[config.mk]
export PLATFORM = sky130hd
export DESIGN_NAME = spi_apb_tx_sequencer
export DESIGN_NICKNAME = d
export VERILOG_FILES = /design/src/rtl/spi_apb_tx_sequencer.sv
export SDC_FILE = /design/constraint.sdc
export NUM_CORES = 1
export LEC_CHECK = 0
export CAP_MARGIN = 15
export CORE_AREA = 5 5 105 107
export CTS_BUF_LIST = sky130_fd_sc_hd__clkbuf_8
export DETAILED_ROUTE_END_ITERATION = 8
export DIE_AREA = 0 0 110 112
export HOLD_SLACK_MARGIN = 0.08
export PLACE_DENSITY = 0.81
export SLEW_MARGIN = 20
export SYNTH_ARGS = -nofsm -noshare
export SYNTH_HDL_FRONTEND = slang
export SYNTH_SLANG_ARGS = --single-unit
[constraint.sdc]
create_clock -name PCLK -period 6.7 [get_ports PCLK]
set_clock_uncertainty 0.1 [all_clocks]
set_input_delay 0.67 -clock PCLK [delete_from_list [all_inputs] [get_ports PCLK]]
set_output_delay 0.67 -clock PCLK [all_outputs]
set_load 0.05 [all_outputs]
[src/rtl/spi_apb_tx_sequencer.sv]
// APB master that buffers producer bytes and sequences the SPI block: enable CTRL write,
// paced TX data writes, then disable CTRL write. Optional macro: SPI_APB_SEQ_TIMEOUT_EN.
module spi_apb_tx_sequencer #(
  parameter int          FIFO_DEPTH     = 4,
  parameter int          GAP_CYCLES     = 30,
  parameter int          IDLE_CYCLES    = 64,
  parameter int          TIMEOUT_CYCLES = 16,
  parameter logic [9:0]  CTRL_ADDR      = 10'h000,
  parameter logic [9:0]  DATA_ADDR      = 10'h001
) (
  input  logic        PCLK,
  input  logic        PRESET,
  input  logic        start,
  input  logic        stop,
  input  logic [31:0] cfg_en,
  input  logic [31:0] cfg_dis,
  input  logic        byte_valid,
  input  logic [7:0]  byte_data,
  output logic        byte_ready,
  output logic        PSEL,
  output logic        PENABLE,
  output logic        PWRITE,
  output logic [9:0]  PADDR,
  output logic [31:0] PWDATA,
  input  logic        PREADY,
  input  logic        PSLVERR,
  output logic        busy,
  output logic        done,
  output logic        err
);

  localparam int AW = (FIFO_DEPTH > 1) ? $clog2(FIFO_DEPTH) : 1;
  localparam int GW = (GAP_CYCLES > 1) ? $clog2(GAP_CYCLES) : 1;
  localparam int IW = (IDLE_CYCLES > 1) ? $clog2(IDLE_CYCLES) : 1;
  localparam logic [GW-1:0] GAP_LAST  = GW'((GAP_CYCLES > 0) ? GAP_CYCLES - 1 : 0);
  localparam logic [IW-1:0] IDLE_LAST = IW'((IDLE_CYCLES > 0) ? IDLE_CYCLES - 1 : 0);

  typedef enum logic [3:0] {
    S_IDLE, S_CFG_SETUP, S_CFG_ACCESS, S_WAIT_BYTE,
    S_DAT_SETUP, S_DAT_ACCESS, S_GAP, S_DIS_SETUP, S_DIS_ACCESS
  } state_t;

  state_t state_q, state_d;

  logic [7:0]    mem [FIFO_DEPTH];
  logic [AW-1:0] wr_ptr, rd_ptr;
  logic [AW:0]   count;
  logic          full, empty, push, pop;

  logic [GW-1:0] gap_cnt;
  logic [IW-1:0] idle_cnt;
  logic          stop_pend;
  logic          err_q;
  logic [9:0]    paddr_q;
  logic [31:0]   pwdata_q;

  logic in_setup, in_access, access_done, acc_timeout;

  assign full       = (count == (AW+1)'(FIFO_DEPTH));
  assign empty      = (count == '0);
  assign byte_ready = !full;
  assign push       = byte_valid && !full;
  assign pop        = (state_q == S_WAIT_BYTE) && !stop_pend && !empty;

  assign in_setup  = (state_q == S_CFG_SETUP) || (state_q == S_DAT_SETUP) || (state_q == S_DIS_SETUP);
  assign in_access = (state_q == S_CFG_ACCESS) || (state_q == S_DAT_ACCESS) || (state_q == S_DIS_ACCESS);

`ifdef SPI_APB_SEQ_TIMEOUT_EN
  localparam int TW = $clog2(TIMEOUT_CYCLES + 1);
  logic [TW-1:0] acc_cnt;

  // After TIMEOUT_CYCLES stalled ACCESS cycles the bus is dropped and the transfer abandoned.
  assign acc_timeout = in_access && (acc_cnt == TW'(TIMEOUT_CYCLES));
  assign access_done = in_access && (PREADY || acc_timeout);

  always_ff @(posedge PCLK) begin
    if (PRESET)
      acc_cnt <= '0;
    else if (in_access && !PREADY && !acc_timeout)
      acc_cnt <= acc_cnt + TW'(1);
    else
      acc_cnt <= '0;
  end
`else
  assign acc_timeout = 1'b0;
  assign access_done = in_access && PREADY;
`endif

  assign PSEL    = (in_setup || in_access) && !acc_timeout;
  assign PENABLE = in_access && !acc_timeout;
  assign PWRITE  = PSEL;
  assign PADDR   = paddr_q;
  assign PWDATA  = pwdata_q;
  assign busy    = (state_q != S_IDLE);
  assign done    = (state_q == S_DIS_ACCESS) && access_done;
  assign err     = err_q;

  // NOTE: every signal written here gets a default first, so no path can infer a latch.
  always_comb begin
    state_d = state_q;
    unique case (state_q)
      S_IDLE:       if (start) state_d = S_CFG_SETUP;
      S_CFG_SETUP:  state_d = S_CFG_ACCESS;
      S_CFG_ACCESS: if (access_done) state_d = S_WAIT_BYTE;
      S_WAIT_BYTE: begin
        if (stop_pend)                  state_d = S_DIS_SETUP;
        else if (!empty)                state_d = S_DAT_SETUP;
        else if (idle_cnt == IDLE_LAST) state_d = S_DIS_SETUP;
      end
      S_DAT_SETUP:  state_d = S_DAT_ACCESS;
      S_DAT_ACCESS: if (access_done) state_d = (GAP_CYCLES == 0) ? S_WAIT_BYTE : S_GAP;
      S_GAP:        if (gap_cnt == GAP_LAST) state_d = S_WAIT_BYTE;
      S_DIS_SETUP:  state_d = S_DIS_ACCESS;
      S_DIS_ACCESS: if (access_done) state_d = S_IDLE;
      default:      state_d = S_IDLE;
    endcase
  end

  // NOTE: storage array has no reset; the pointers define validity, so flushing resets only them.
  always_ff @(posedge PCLK) begin
    if (push) mem[wr_ptr] <= byte_data;
  end

  // NOTE: all state updates use non-blocking assignments so every register sees pre-edge values.
  always_ff @(posedge PCLK) begin
    if (PRESET) begin
      state_q   <= S_IDLE;
      wr_ptr    <= '0;
      rd_ptr    <= '0;
      count     <= '0;
      gap_cnt   <= '0;
      idle_cnt  <= '0;
      stop_pend <= 1'b0;
      err_q     <= 1'b0;
      paddr_q   <= '0;
      pwdata_q  <= '0;
    end else begin
      state_q <= state_d;

      if (push) wr_ptr <= wr_ptr + AW'(1);
      if (pop)  rd_ptr <= rd_ptr + AW'(1);
      case ({push, pop})
        2'b10:   count <= count + (AW+1)'(1);
        2'b01:   count <= count - (AW+1)'(1);
        default: count <= count;
      endcase

      gap_cnt  <= (state_q == S_GAP)       ? gap_cnt + GW'(1)  : '0;
      idle_cnt <= (state_q == S_WAIT_BYTE) ? idle_cnt + IW'(1) : '0;

      // Same-cycle start and stop in IDLE opens a session that closes right after CFG.
      if (state_q == S_IDLE) begin
        if (start) stop_pend <= stop;
      end else if (stop) begin
        stop_pend <= 1'b1;
      end

      if (state_q == S_IDLE && start)
        err_q <= 1'b0;
      else if (in_access && (acc_timeout || (PREADY && PSLVERR)))
        err_q <= 1'b1;

      if (state_d != state_q) begin
        case (state_d)
          S_CFG_SETUP: begin paddr_q <= CTRL_ADDR; pwdata_q <= cfg_en;                 end
          S_DAT_SETUP: begin paddr_q <= DATA_ADDR; pwdata_q <= {24'b0, mem[rd_ptr]};  end
          S_DIS_SETUP: begin paddr_q <= CTRL_ADDR; pwdata_q <= cfg_dis;                end
          default: ;
        endcase
      end
    end
  end

endmodule

# ---- After elaboration in Yosys (flattened, before gate mapping)
# Memories as Yosys holds them, arrays and structs flattened. A register that Yosys moved wholly into a read port is not among the register bits.
# Index checks and enable logic that the tools add are counted.
dict set report word_totals {
  word_cells 86
  mem_bits_ro 0
  reg_bits 66
  ramBits 32
  memories 1
  latchBits 0
}
dict set report op_classes {
  muxes 19
  div_mod_pow 0
  add_sub_neg 6
  n_reduce_logical 30
  shifts 0
  bitwise 2
  eq_ne 18
  n_lt_le_gt_ge 0
  n_mul 0
}
# name words word_bits rd rd_clocked_by_memory_dff write_ports line
set memory_table {}
lappend memory_table {mem 4 8 1 1 1 45} ;# logic [7:0] mem [FIFO_DEPTH];
# op count
set op_table {}
lappend op_table {{$pmux W32 S3} 1}
lappend op_table {{$pmux W4 S9} 1}
lappend op_table {{$mux W4} 8}
lappend op_table {{$eq A4 B3 Y1 const B} 6}
lappend op_table {{$pmux W10 S2} 1}
lappend op_table {{$eq A4 B1 Y1 const B} 2}
lappend op_table {{$eq A4 B2 Y1 const B} 2}
lappend op_table {{$logic_and A1 B1 Y1} 8}
lappend op_table {{$reduce_or A2 Y1} 4}
lappend op_table {{$add A6 B1 Y6 const B} 1}
lappend op_table {{$eq A6 B6 Y1 const B} 1}
lappend op_table {{$pmux W3 S2} 1}
lappend op_table {{$reduce_and A2 Y1} 3}
lappend op_table {{$reduce_bool A2 Y1} 3}
lappend op_table {{$add A5 B1 Y5 const B} 1}
lappend op_table {{$eq A5 B5 Y1 const B} 1}
lappend op_table {{$logic_or A1 B1 Y1} 5}
lappend op_table {{$mux W1} 5}
lappend op_table {{$add A2 B1 Y2 const B} 2}
lappend op_table {{$eq A4 B4 Y1 const B} 1}
lappend op_table {{$logic_not A4 Y1} 1}
lappend op_table {{$mux W2} 2}
lappend op_table {{$ne A4 B4 Y1} 1}
lappend op_table {{$reduce_bool A4 Y1} 1}
lappend op_table {{other kinds (10)} 13}

# ---- Depth between registers and ports, before layout
# Gate-level depths: netlist of run 1.
dict set report depth {
  word_depth 10
  depth_mapped 12
  ltp_nobuf 10
}

# ---- Worst setup path after synthesis of run 1
# Ideal clock, no wire load.
dict set report synth_path {
  path_type {reg2out}
  start {reg state_q[1]}
  end {out PWRITE}
  arrival_time_ns 2.238
  slack_ns 3.692
  path_buffers 2
  path_stages_with_launch 7
  path_cell_list {dfxtp_1 -> buf_4 -> nand2b_1 -> o21ai_0 -> a21oi_1 -> o21ai_0 -> buf_4}
}
dict set report synth_between {
  elab_chain_cells 4
}
# item line
set synth_rtl {}
lappend synth_rtl {{start: declaration} 43} ;# state_t state_q, state_d;
lappend synth_rtl {{start signal: assignment} 138} ;# state_q <= state_d;
lappend synth_rtl {{$eq A4 B1 Y1 (tied with other cells)} 65} ;# assign in_setup = (state_q == S_CFG_SETUP) || (state_q == S_DAT_SETUP) || (state_q == S_DIS_SETUP);
lappend synth_rtl {{$logic_or A1 B1 Y1 (on tied branches) (2 in series)} {65, 66}}
lappend synth_rtl {{$logic_or A1 B1 Y1 (*)} 89} ;# assign PSEL = (in_setup || in_access) && !acc_timeout;
lappend synth_rtl {{end: declaration} 22} ;# output logic PWRITE,
# Every way passes the cells marked *; elsewhere a longest branch is shown, timed or not.

# ---- Worst setup path in the final report of run 1
dict set report layout_path {
  start {in PREADY}
  end {reg pwdata_q[9] (netlist: PWDATA[9])}
}
dict set report layout_between {
  elab_chain_cells 6
}
# item line
set layout_rtl {}
lappend layout_rtl {{start: declaration} 25} ;# input logic PREADY,
lappend layout_rtl {{$logic_and A1 B1 Y1 (*)} 86} ;# assign access_done = in_access && PREADY;
lappend layout_rtl {{$mux W4 (on tied branches)} {114, 104, 111}}
lappend layout_rtl {{$pmux W4 S9 (*)} 101} ;# unique case (state_q)
lappend layout_rtl {{$eq A4 B3 Y1 or $eq A4 B1 Y1 (tied branches)} 164} ;# case (state_d)
lappend layout_rtl {{$reduce_bool A3 Y1 (no line)} --}
lappend layout_rtl {{$reduce_and A2 Y1 (no line)} --}
lappend layout_rtl {{end signal: assignment} 165} ;# S_CFG_SETUP: begin paddr_q <= CTRL_ADDR; pwdata_q <= cfg_en; end
lappend layout_rtl {{end signal: assignment} 166} ;# S_DAT_SETUP: begin paddr_q <= DATA_ADDR; pwdata_q <= {24'b0, mem[rd_ptr]}; end
lappend layout_rtl {{end signal: assignment} 167} ;# S_DIS_SETUP: begin paddr_q <= CTRL_ADDR; pwdata_q <= cfg_dis; end
lappend layout_rtl {{end: declaration} 55} ;# logic [31:0] pwdata_q;
# Marks and branches as above.
# A chain may end at the register's enable or synchronous reset.

==> impl_metrics.ini, run 1 <==
[routing]
wl_um = 10700
drt_iter0_drc = 199
first_pass_iters = 4
via_count = 3368
viasPerCell = 5.54
wire_per_inst_um = 17.6
ant_nets = 0
drc = 0

[setup_path]
cp_num_buf_inv = 1
cp_slowest_cell = nand2_2
critPathArrivalTime_ns = 3.79
rr_startpoint = state_q[1]
cp_top_family = compound AO/OA/AOI/OAI gates
endpoint_kind = flip-flop
crit_fanout = 35
crit_required_ns = 6.86
critPathMaxStageDelay_ns = 0.79
start_kind = primary input
cp-startpoint = PREADY
path_cells = clkdlybuf4s50_1 > a21bo_2 > a21oi_1 > o21bai_1 > a21oi_4 > nand2_2 > a221oi_1
worstSetupPathType = primary input to flip-flop

[cts]
h-tree-depth = 3
cts_tree = yes
ctsResizeCount = 0
cts_sinks = 91
cts.path.max_buffers = 2
path_clk_slew_ns = 0.11
cts_root_buf = clkbuf_8
clk_latency_ns = 0.36
postCtsSetupRepairBufs = 0
ctsHoldBuffers = 0
cts_inserted_buffers = 9

[yosys]
synthFlopType = dfxtp_1
syn-instance-count = 373
avgSynthCellArea_sq_um = 11.7
syn_area_sq_um = 4370
synth_compound_area_frac = 0.229
synth_area_leaders = dfxtp_1 27%, edfxtp_1 22%, a221oi_2 11%, a32oi_1 4.8%, mux4_2 4.1%
synth_fa_ha_area_frac = 0.0275
synth_edf_count = 32
synth_top_area_frac = 0.270
synthArstFlopShare = 0
yosys-mux-area-fraction = 0.0413
synth_top_family_by_area = compound AO/OA/AOI/OAI gates
synth-simple-area-share = 0.115
ys_types = 46
synth-seq-cells = 91
yosys.area.top_type = dfxtp_1
yosysSeqAreaShare = 0.491
synth_xor_area_frac = 0.0261
ys_warn_count = 0

[finish]
fillers = 836
final_common_cell = clkdlybuf4s50_1
finalInstanceArea_sq_um = 5710
area_growth_pct = 30.7
regArea_sq_um = 2140
fin_nets = 555
final_cell_mix = 117 x clkdlybuf4s50_1, 59 x dfxtp_1, 35 x nor3_1
multiInputGateArea_sq_um = 1950
layout-drive-gt1-share = 0.144
diodes = 0
instances_no_fill = 608

[floorplan]
io_pins = 128
fp.dieH_um = 112
die_area_sq_um = 12300
num_rows = 37
initial_utilization = 0.435
core_sq_um = 10000
die_w_um = 110

[timing]
post-route-period-util = 0.543
slew-limit-headroom = 0.346
setup_viol = 0
fmax_ghz = 0.275
timing.hold.ws_ns = 0.368
drv_slew = 0
hold_viol = 0
tightest_slew_ns = 0.980
min_period_ns = 3.64
tns_ns = 0
rsz0062_at_grt = false

[place]
postPlaceCellArea_sq_um = 5500
place_congestion = 0.808
portBuffers = 118
dp.cells = 592
dp.final_hpwl_um = 7620

[hold_path]
holdCritStartpoint = idle_cnt[0]
hold_path.class = flip-flop to flip-flop

[grt]
grt_antenna_before_repair = 0
grt_pass1_wl_um = 17000
grt_usage = 0.173
grt_max_degree = 50
globalRouteOverflowTotal = 0
grt_pass1_vias = 3420

[power]
power_density_nw_per_um2 = 248
vdd_drop_max_mv = 0.124
p_leak_uw = 0.00193

[status]
status = finished clean

[flow_run]
maxCapViolCount = 0
==> state kept, by name, indices dropped and copies added, names as in the netlist, named ones only <==
register   flops
PADDR          1
PWDATA        32
count          3
err            1
gap_cnt        5
idle_cnt       6
mem           32
rd_ptr         2
state_q        4
stop_pend      1
wr_ptr         2
==> worst reg2reg max path: cells and delay by family (launching register included) <==
family	cells	cell delay [ns]
AO/OA/AOI/OAI	3	1.65
flip-flops	1	0.56
AND/OR/NAND/NOR	3	1.15
==> power breakdown <==
part / internal (uW) / leakage (uW) / switching (uW)
registers: 612 / 0.000778 / 27.8
logic: 153 / 0.00104 / 244
clock network: 152 / 0.000105 / 227
total: 918 / 0.00193 / 498
==> per-layer routing <==
layer | wire [um] | up-vias | global-route usage | part of all wire
li1 | - | 1615 | - | -
met1 | 4370 | 1614 | 0.220 | 0.41
met2 | 5110 | 124 | 0.280 | 0.48
met3 | 1020 | 15 | 0.0446 | 0.095
met4 | 209 | 0 | 0.0640 | 0.020
met5 | 0 | - | 0 | 0
==> cells by family after synthesis <==
group | after synthesis
AO/OA/AOI/OAI | 96
XOR/XNOR | 13
adder cells (fa/ha/maj) | 9
buffers and inverters | 56
flip-flops | 91
multiplexers | 8
other | 1
AND/OR/NAND/NOR | 99
==> cell type report <==
cell class | instances | area share
Clock buffer | 9 | 0.0217
Clock inverter | 7 | 0.0143
Inverter | 11 | 0.00724
Multi-Input combinational cell | 234 | 0.342
Sequential cell | 91 | 0.375
Tap cell | 136 | 0.0298
Timing Repair Buffer | 120 | 0.209
==> stage by stage <==
stage          worst slack (ns)  power, uW   util
2_1_floorplan              3.69        922      -
3_3_place_gp               2.84       1040  0.547
3_5_place_dp               2.69       1050  0.547
4_1_cts                    3.08       1430  0.567
5_1_grt                    2.78       1480  0.568
6_report                   3.06       1420  0.568
==> Yosys cell counts (2+ instances only) <==
library cell,count
a22o_1,8
and3_1,6
nor2_1,27
nor3_1,35
edfxtp_1,32
nand3_1,8
o21ai_0,4
and2_1,2
buf_6,3
nor3_4,2
ha_1,8
or3_1,2
a32oi_1,24
dfxtp_1,59
buf_4,15
a21oi_1,6
a221oi_2,31
a31oi_1,9
nand2_1,7
nand2b_1,6
xor2_1,7
buf_2,13
inv_1,11
xnor2_1,6
clkbuf_1,13
mux4_2,8
a221oi_1,2
==> path summary, 6_finish.rpt <==
kind                            slack, ns  depth (start not counted)          end
worst max register to register       3.14                          6    PWDATA[9]
worst max-delay path                 3.06                          7    PWDATA[9]
worst min register to register       0.37                          1  idle_cnt[0]
worst min-delay path                 0.37                          1  idle_cnt[0]
(Power assumes the default switching activity.)
==> run 2, diff against run 1 <==
--- a/config.mk
+++ b/config.mk
@@ -6,12 +6,12 @@
 export NUM_CORES = 1
 export LEC_CHECK = 0
 export CAP_MARGIN = 15
-export CORE_AREA = 5 5 105 107
+export CORE_AREA = 5 5 106 108
 export CTS_BUF_LIST = sky130_fd_sc_hd__clkbuf_8
 export DETAILED_ROUTE_END_ITERATION = 8
-export DIE_AREA = 0 0 110 112
+export DIE_AREA = 0 0 111 113
 export HOLD_SLACK_MARGIN = 0.08
-export PLACE_DENSITY = 0.81
+export PLACE_DENSITY = 0.83
 export SLEW_MARGIN = 20
 export SYNTH_ARGS = -nofsm -noshare
 export SYNTH_HDL_FRONTEND = slang
==> constraint.sdc (replaced) <==
create_clock -name PCLK -period 3 [get_ports PCLK]
set_clock_uncertainty 0.1 [all_clocks]
set_input_delay 0.3 -clock PCLK [delete_from_list [all_inputs] [get_ports PCLK]]
set_output_delay 0.3 -clock PCLK [all_outputs]
set_load 0.05 [all_outputs]
==> run 2 against run 1 <==
Against the previous run:
- cell count rose by 1.2%
- clock power rose by 120%
- core utilization fell by 0.087 points
- register-to-register slack lost 2.8 ns
- combinational power grew 130%
- first-iteration DRC count grew 13%
- routed wire length increased by 3.0%
- hold slack lost 0.057 ns
- critical path depth shrank 2
- worst setup slack got worse by 2.9 ns
- power is 120% higher
- sequential cell count stayed put
==> impl_metrics.ini, run 2 (synthesized netlist as in run 1, its figures left out) <==
[status]
status = finished clean

[floorplan]
initial_utilization = 0.431
core_sq_um = 10100
fp.dieH_um = 113
num_rows = 37
die_area_sq_um = 12500
die_w_um = 111
io_pins = 128

[cts]
cts_root_buf = clkbuf_8
clk_latency_ns = 0.37
cts_tree = yes
cts_inserted_buffers = 9
path_clk_slew_ns = 0.09
cts_sinks = 91
h-tree-depth = 3
cts.path.max_buffers = 2
postCtsSetupRepairBufs = 0

[setup_path]
r2r-end = count[2]
ff2ff_path_depth = 9
critPathArrivalTime_ns = 2.41
reg2reg_setup_slack_ns = 0.34
cp-startpoint = state_q[1]
worstSetupPathType = flip-flop to output port
rr_startpoint = state_q[2]
crit_fanout = 10
crit_required_ns = 2.60
endpoint_kind = output port
start_kind = flip-flop
crit_end = PSEL

[flow_run]
maxCapViolCount = 0

[power]
swShare = 0.351
power_frac_comb = 0.284
sequentialPowerShare = 0.453
clkPwrFrac = 0.263
p_int_uw = 2050
power_density_nw_per_um2 = 549
p_leak_uw = 0.00197
p_switching_uw = 1110
vdd_drop_max_mv = 0.242

[finish]
fin_nets = 562
fillers = 837
regArea_sq_um = 2140
finalInstanceArea_sq_um = 5750
layout-drive-gt1-share = 0.152
diodes = 0
instances_no_fill = 615
final_cell_mix = 116 x clkdlybuf4s50_1, 59 x dfxtp_1, 35 x nor3_1
area_growth_pct = 31.7
final_common_cell = clkdlybuf4s50_1
multiInputGateArea_sq_um = 1950

[grt]
grt_antenna_before_repair = 0
grt_pass1_wl_um = 18100
grt_max_degree = 45
grt_usage = 0.177
globalRouteOverflowTotal = 0
grt_pass1_vias = 3616

[place]
dp.final_hpwl_um = 7790
portBuffers = 118
postPlaceCellArea_sq_um = 5550
place_congestion = 0.848
dp.cells = 599

[timing]
tightest_slew_ns = 0.569
post-route-period-util = 0.935
tns_ns = 0
fmax_ghz = 0.356
rsz0062_at_grt = false
setup_viol = 0
hold_viol = 0
slew-limit-headroom = 0.620
drv_slew = 0
min_period_ns = 2.81

[routing]
via_count = 3448
ant_nets = 0
drt_iter0_drc = 224
first_pass_iters = 5
viasPerCell = 5.61
wire_per_inst_um = 17.9
wl_um = 11000
drc = 0

[hold_path]
hold_path.class = primary input to flip-flop
## run 2: worst min path at each step
stage                            start          end  slack, ns  depth (start not counted)
after detailed placement   idle_cnt[0]  idle_cnt[0]       0.35                          1
after global routing            PRESET     count[0]       0.34                          2
after floorplan           byte_data[0]    mem[0][0]       0.30                          0
final                           PRESET     count[0]       0.31                          2
after CTS                       PRESET    wr_ptr[0]       0.30                          2
after global placement     idle_cnt[0]  idle_cnt[0]       0.34                          1
## run 2: cell type report
cell class,instances,share of cell area
Clock inverter,7,0.0133
Sequential cell,91,0.373
Clock buffer,9,0.0215
Inverter,11,0.00718
Tap cell,136,0.0296
Multi-Input combinational cell,234,0.339
Timing Repair Buffer,127,0.217
## run 2: worst max-delay path, stage by stage (launching register included)
cell,delay (ns)
dfxtp_1,0.56
nand2b_1,0.18
o21ai_0,0.19
a21oi_1,0.05
o21ai_0,0.21
clkdlybuf4s50_1,0.85
## run 2: routing by layer
layer	vias up	share of wire	global-route usage
li1	1634	-	-
met1	1655	0.42	0.214
met2	139	0.49	0.307
met3	20	0.067	0.0396
met4	0	0.020	0.0690
met5	-	0	0
## run 2: power groups by stage
stage,clock network [uW],registers [uW],logic (uW)
6_report,830,1430,896
5_1_grt,889,1440,951
4_1_cts,845,1430,901
3_5_place_dp,0,1460,898
3_3_place_gp,0,1450,879
2_1_floorplan,0,1630,424
## run 2: metrics by stage
step,worst slack [ns],util,total power [uW],hold WS (ns)
floorplan,0.204,-,2060,0.299
global placement,0.486,0.547,2330,0.342
detailed placement,0.424,0.547,2360,0.351
CTS,0.177,0.567,3180,0.296
global route,0.0393,0.567,3280,0.338
finish,0.195,0.567,3150,0.311
## run 2: repair_timing
item	4_1_cts	5_1_grt
hold buffers	0	0
resized for setup	0	1
endpoints found under the hold margin	0	0
setup endpoints to repair	0	2
==> run 3, diff against run 2 <==
--- a/config.mk
+++ b/config.mk
@@ -12,6 +12,7 @@
 export DIE_AREA = 0 0 111 113
 export HOLD_SLACK_MARGIN = 0.08
 export PLACE_DENSITY = 0.83
+export RECOVER_POWER = 100
 export SLEW_MARGIN = 20
 export SYNTH_ARGS = -nofsm -noshare
 export SYNTH_HDL_FRONTEND = slang
==> run 3 against run 2 <==
Against the previous run:
- clock power is essentially flat
- count of clock-buffer cells in the layout is the same
- sequential cell count is the same
- largest cell class unchanged
- largest power group unchanged
==> impl_metrics.ini, run 3 (synthesized netlist as in run 1, its figures left out) <==
[setup_path]
rr_startpoint = state_q[0]
cp_slowest_cell = clkdlybuf4s50_1
critPathArrivalTime_ns = 2.35
crit_fanout = 10
cp_num_buf_inv = 1
crit_required_ns = 2.60
endpoint_kind = output port
path_cells = nand2b_1 > o21ai_0 > a21oi_1 > o21ai_0 > clkdlybuf4s50_1
crit_end = PSEL
cp.depth = 5
crit_top_cell = o21ai_0
cp-startpoint = state_q[1]
start_kind = flip-flop
ff2ff_path_depth = 6
critPathMaxStageDelay_ns = 0.85
worstSetupPathType = flip-flop to output port
cp_top_family = buffers and inverters
r2r-end = PWDATA[22]
reg2reg_setup_slack_ns = 0.26

[grt]
grt_usage = 0.177
grt_antenna_before_repair = 0
globalRouteOverflowTotal = 0
grt_pass1_wl_um = 18100
grt_pass1_vias = 3616
grt_max_degree = 45

[power]
p_leak_uw = 0.00204
power_density_nw_per_um2 = 546
finalPower_uw = 3110
vdd_drop_max_mv = 0.240
swShare = 0.353
p_int_uw = 2010
clkPwrFrac = 0.267
p_switching_uw = 1100
power_frac_comb = 0.276
sequentialPowerShare = 0.458

[routing]
first_pass_iters = 6
drc = 0
drt_iter0_drc = 230
ant_nets = 0
via_count = 3480
viasPerCell = 5.66
wl_um = 11000
wire_per_inst_um = 17.9

[timing]
setup_viol = 0
fmax_ghz = 0.364
rsz0062_at_grt = false
slew-limit-headroom = 0.525
min_period_ns = 2.75
tns_ns = 0
post-route-period-util = 0.916
hold_viol = 0
drv_slew = 0
tightest_slew_ns = 0.713

[status]
status = finished clean

[floorplan]
core_sq_um = 10100
initial_utilization = 0.431
num_rows = 37
die_area_sq_um = 12500
io_pins = 128
fp.dieH_um = 113
die_w_um = 111

[finish]
fin_util = 0.563
diodes = 0
area_growth_pct = 30.6
final_cell_mix = 70 x clkdlybuf4s50_1, 59 x dfxtp_1, 46 x dlygate4sd3_1
final_common_cell = clkdlybuf4s50_1
fillers = 843
layout-drive-gt1-share = 0.146
fin_nets = 562

[cts]
h-tree-depth = 3
path_clk_slew_ns = 0.10
cts_tree = yes
cts.path.max_buffers = 2
clk_latency_ns = 0.37
cts_sinks = 91
cts_inserted_buffers = 9
cts_root_buf = clkbuf_8

[flow_run]
maxCapViolCount = 0

[place]
portBuffers = 118
dp.final_hpwl_um = 7790
place_congestion = 0.848

[hold_path]
hold_path.class = primary input to flip-flop
holdCritStartpoint = PRESET
run 3: worst min-delay path by stage:
stage	cells after the start	slack, ns	endpoint
after detailed placement	1	0.35	idle_cnt[0]
after floorplan	0	0.30	mem[0][0]
after global routing	2	0.34	count[0]
after CTS	2	0.30	wr_ptr[0]
final	2	0.31	wr_ptr[0]
after global placement	1	0.34	idle_cnt[0]
run 3: final cells by class:
type / instances / area, sq um / share of cell area
multi-input combinational: 234 / 1920 / 0.336
clock buffer: 9 / 124 / 0.0217
tap: 136 / 170 / 0.0298
clock inverter: 7 / 76.3 / 0.0134
inverter: 11 / 41.3 / 0.00724
sequential: 91 / 2140 / 0.376
timing repair buffer: 127 / 1230 / 0.216
run 3: power by group through the flow:
stage / logic (uW) / registers, uW / clock network (uW)
final: 858 / 1420 / 830
after global routing: 914 / 1440 / 889
after CTS: 901 / 1430 / 845
after detailed placement: 898 / 1460 / 0
after global placement: 879 / 1450 / 0
after floorplan: 424 / 1630 / 0
run 3: worst reg2reg max path: cells and delay by family, from the launching register on:
kind,cells,cell delay (ns)
and+or+nand+nor,1,0.16
buffers and inverters,1,0.61
AOI/OAI and AO/OA,4,1.26
DFF,1,0.53
run 3: repair_timing:
| action | CTS | global route |
|---|---|---|
| setup endpoints to repair | 0 | 2 |
| gates resized for setup | 0 | 1 |
| buffers inserted | 0 | 0 |
| hold buffers | 0 | 0 |
run 3: per-layer routing:
| layer | wire length, um | up-vias | track usage |
|---|---|---|---|
| li1 | - | 1642 | - |
| met1 | 4640 | 1690 | 0.214 |
| met2 | 5500 | 134 | 0.307 |
| met3 | 674 | 14 | 0.0396 |
| met4 | 167 | 0 | 0.0690 |
| met5 | 0 | - | 0 |
run 3: metrics by stage:
step                      setup slack (ns)  hold slack [ns]  std cells  instance area, sq um
final                                0.253            0.311        615                  5700
after global routing                0.0450            0.338        615                  5700
after CTS                            0.177            0.296        615                  5750
after detailed placement             0.424            0.351        599                  5550
after global placement               0.486            0.342        599                  5550
after floorplan                      0.204            0.299        381                  4400
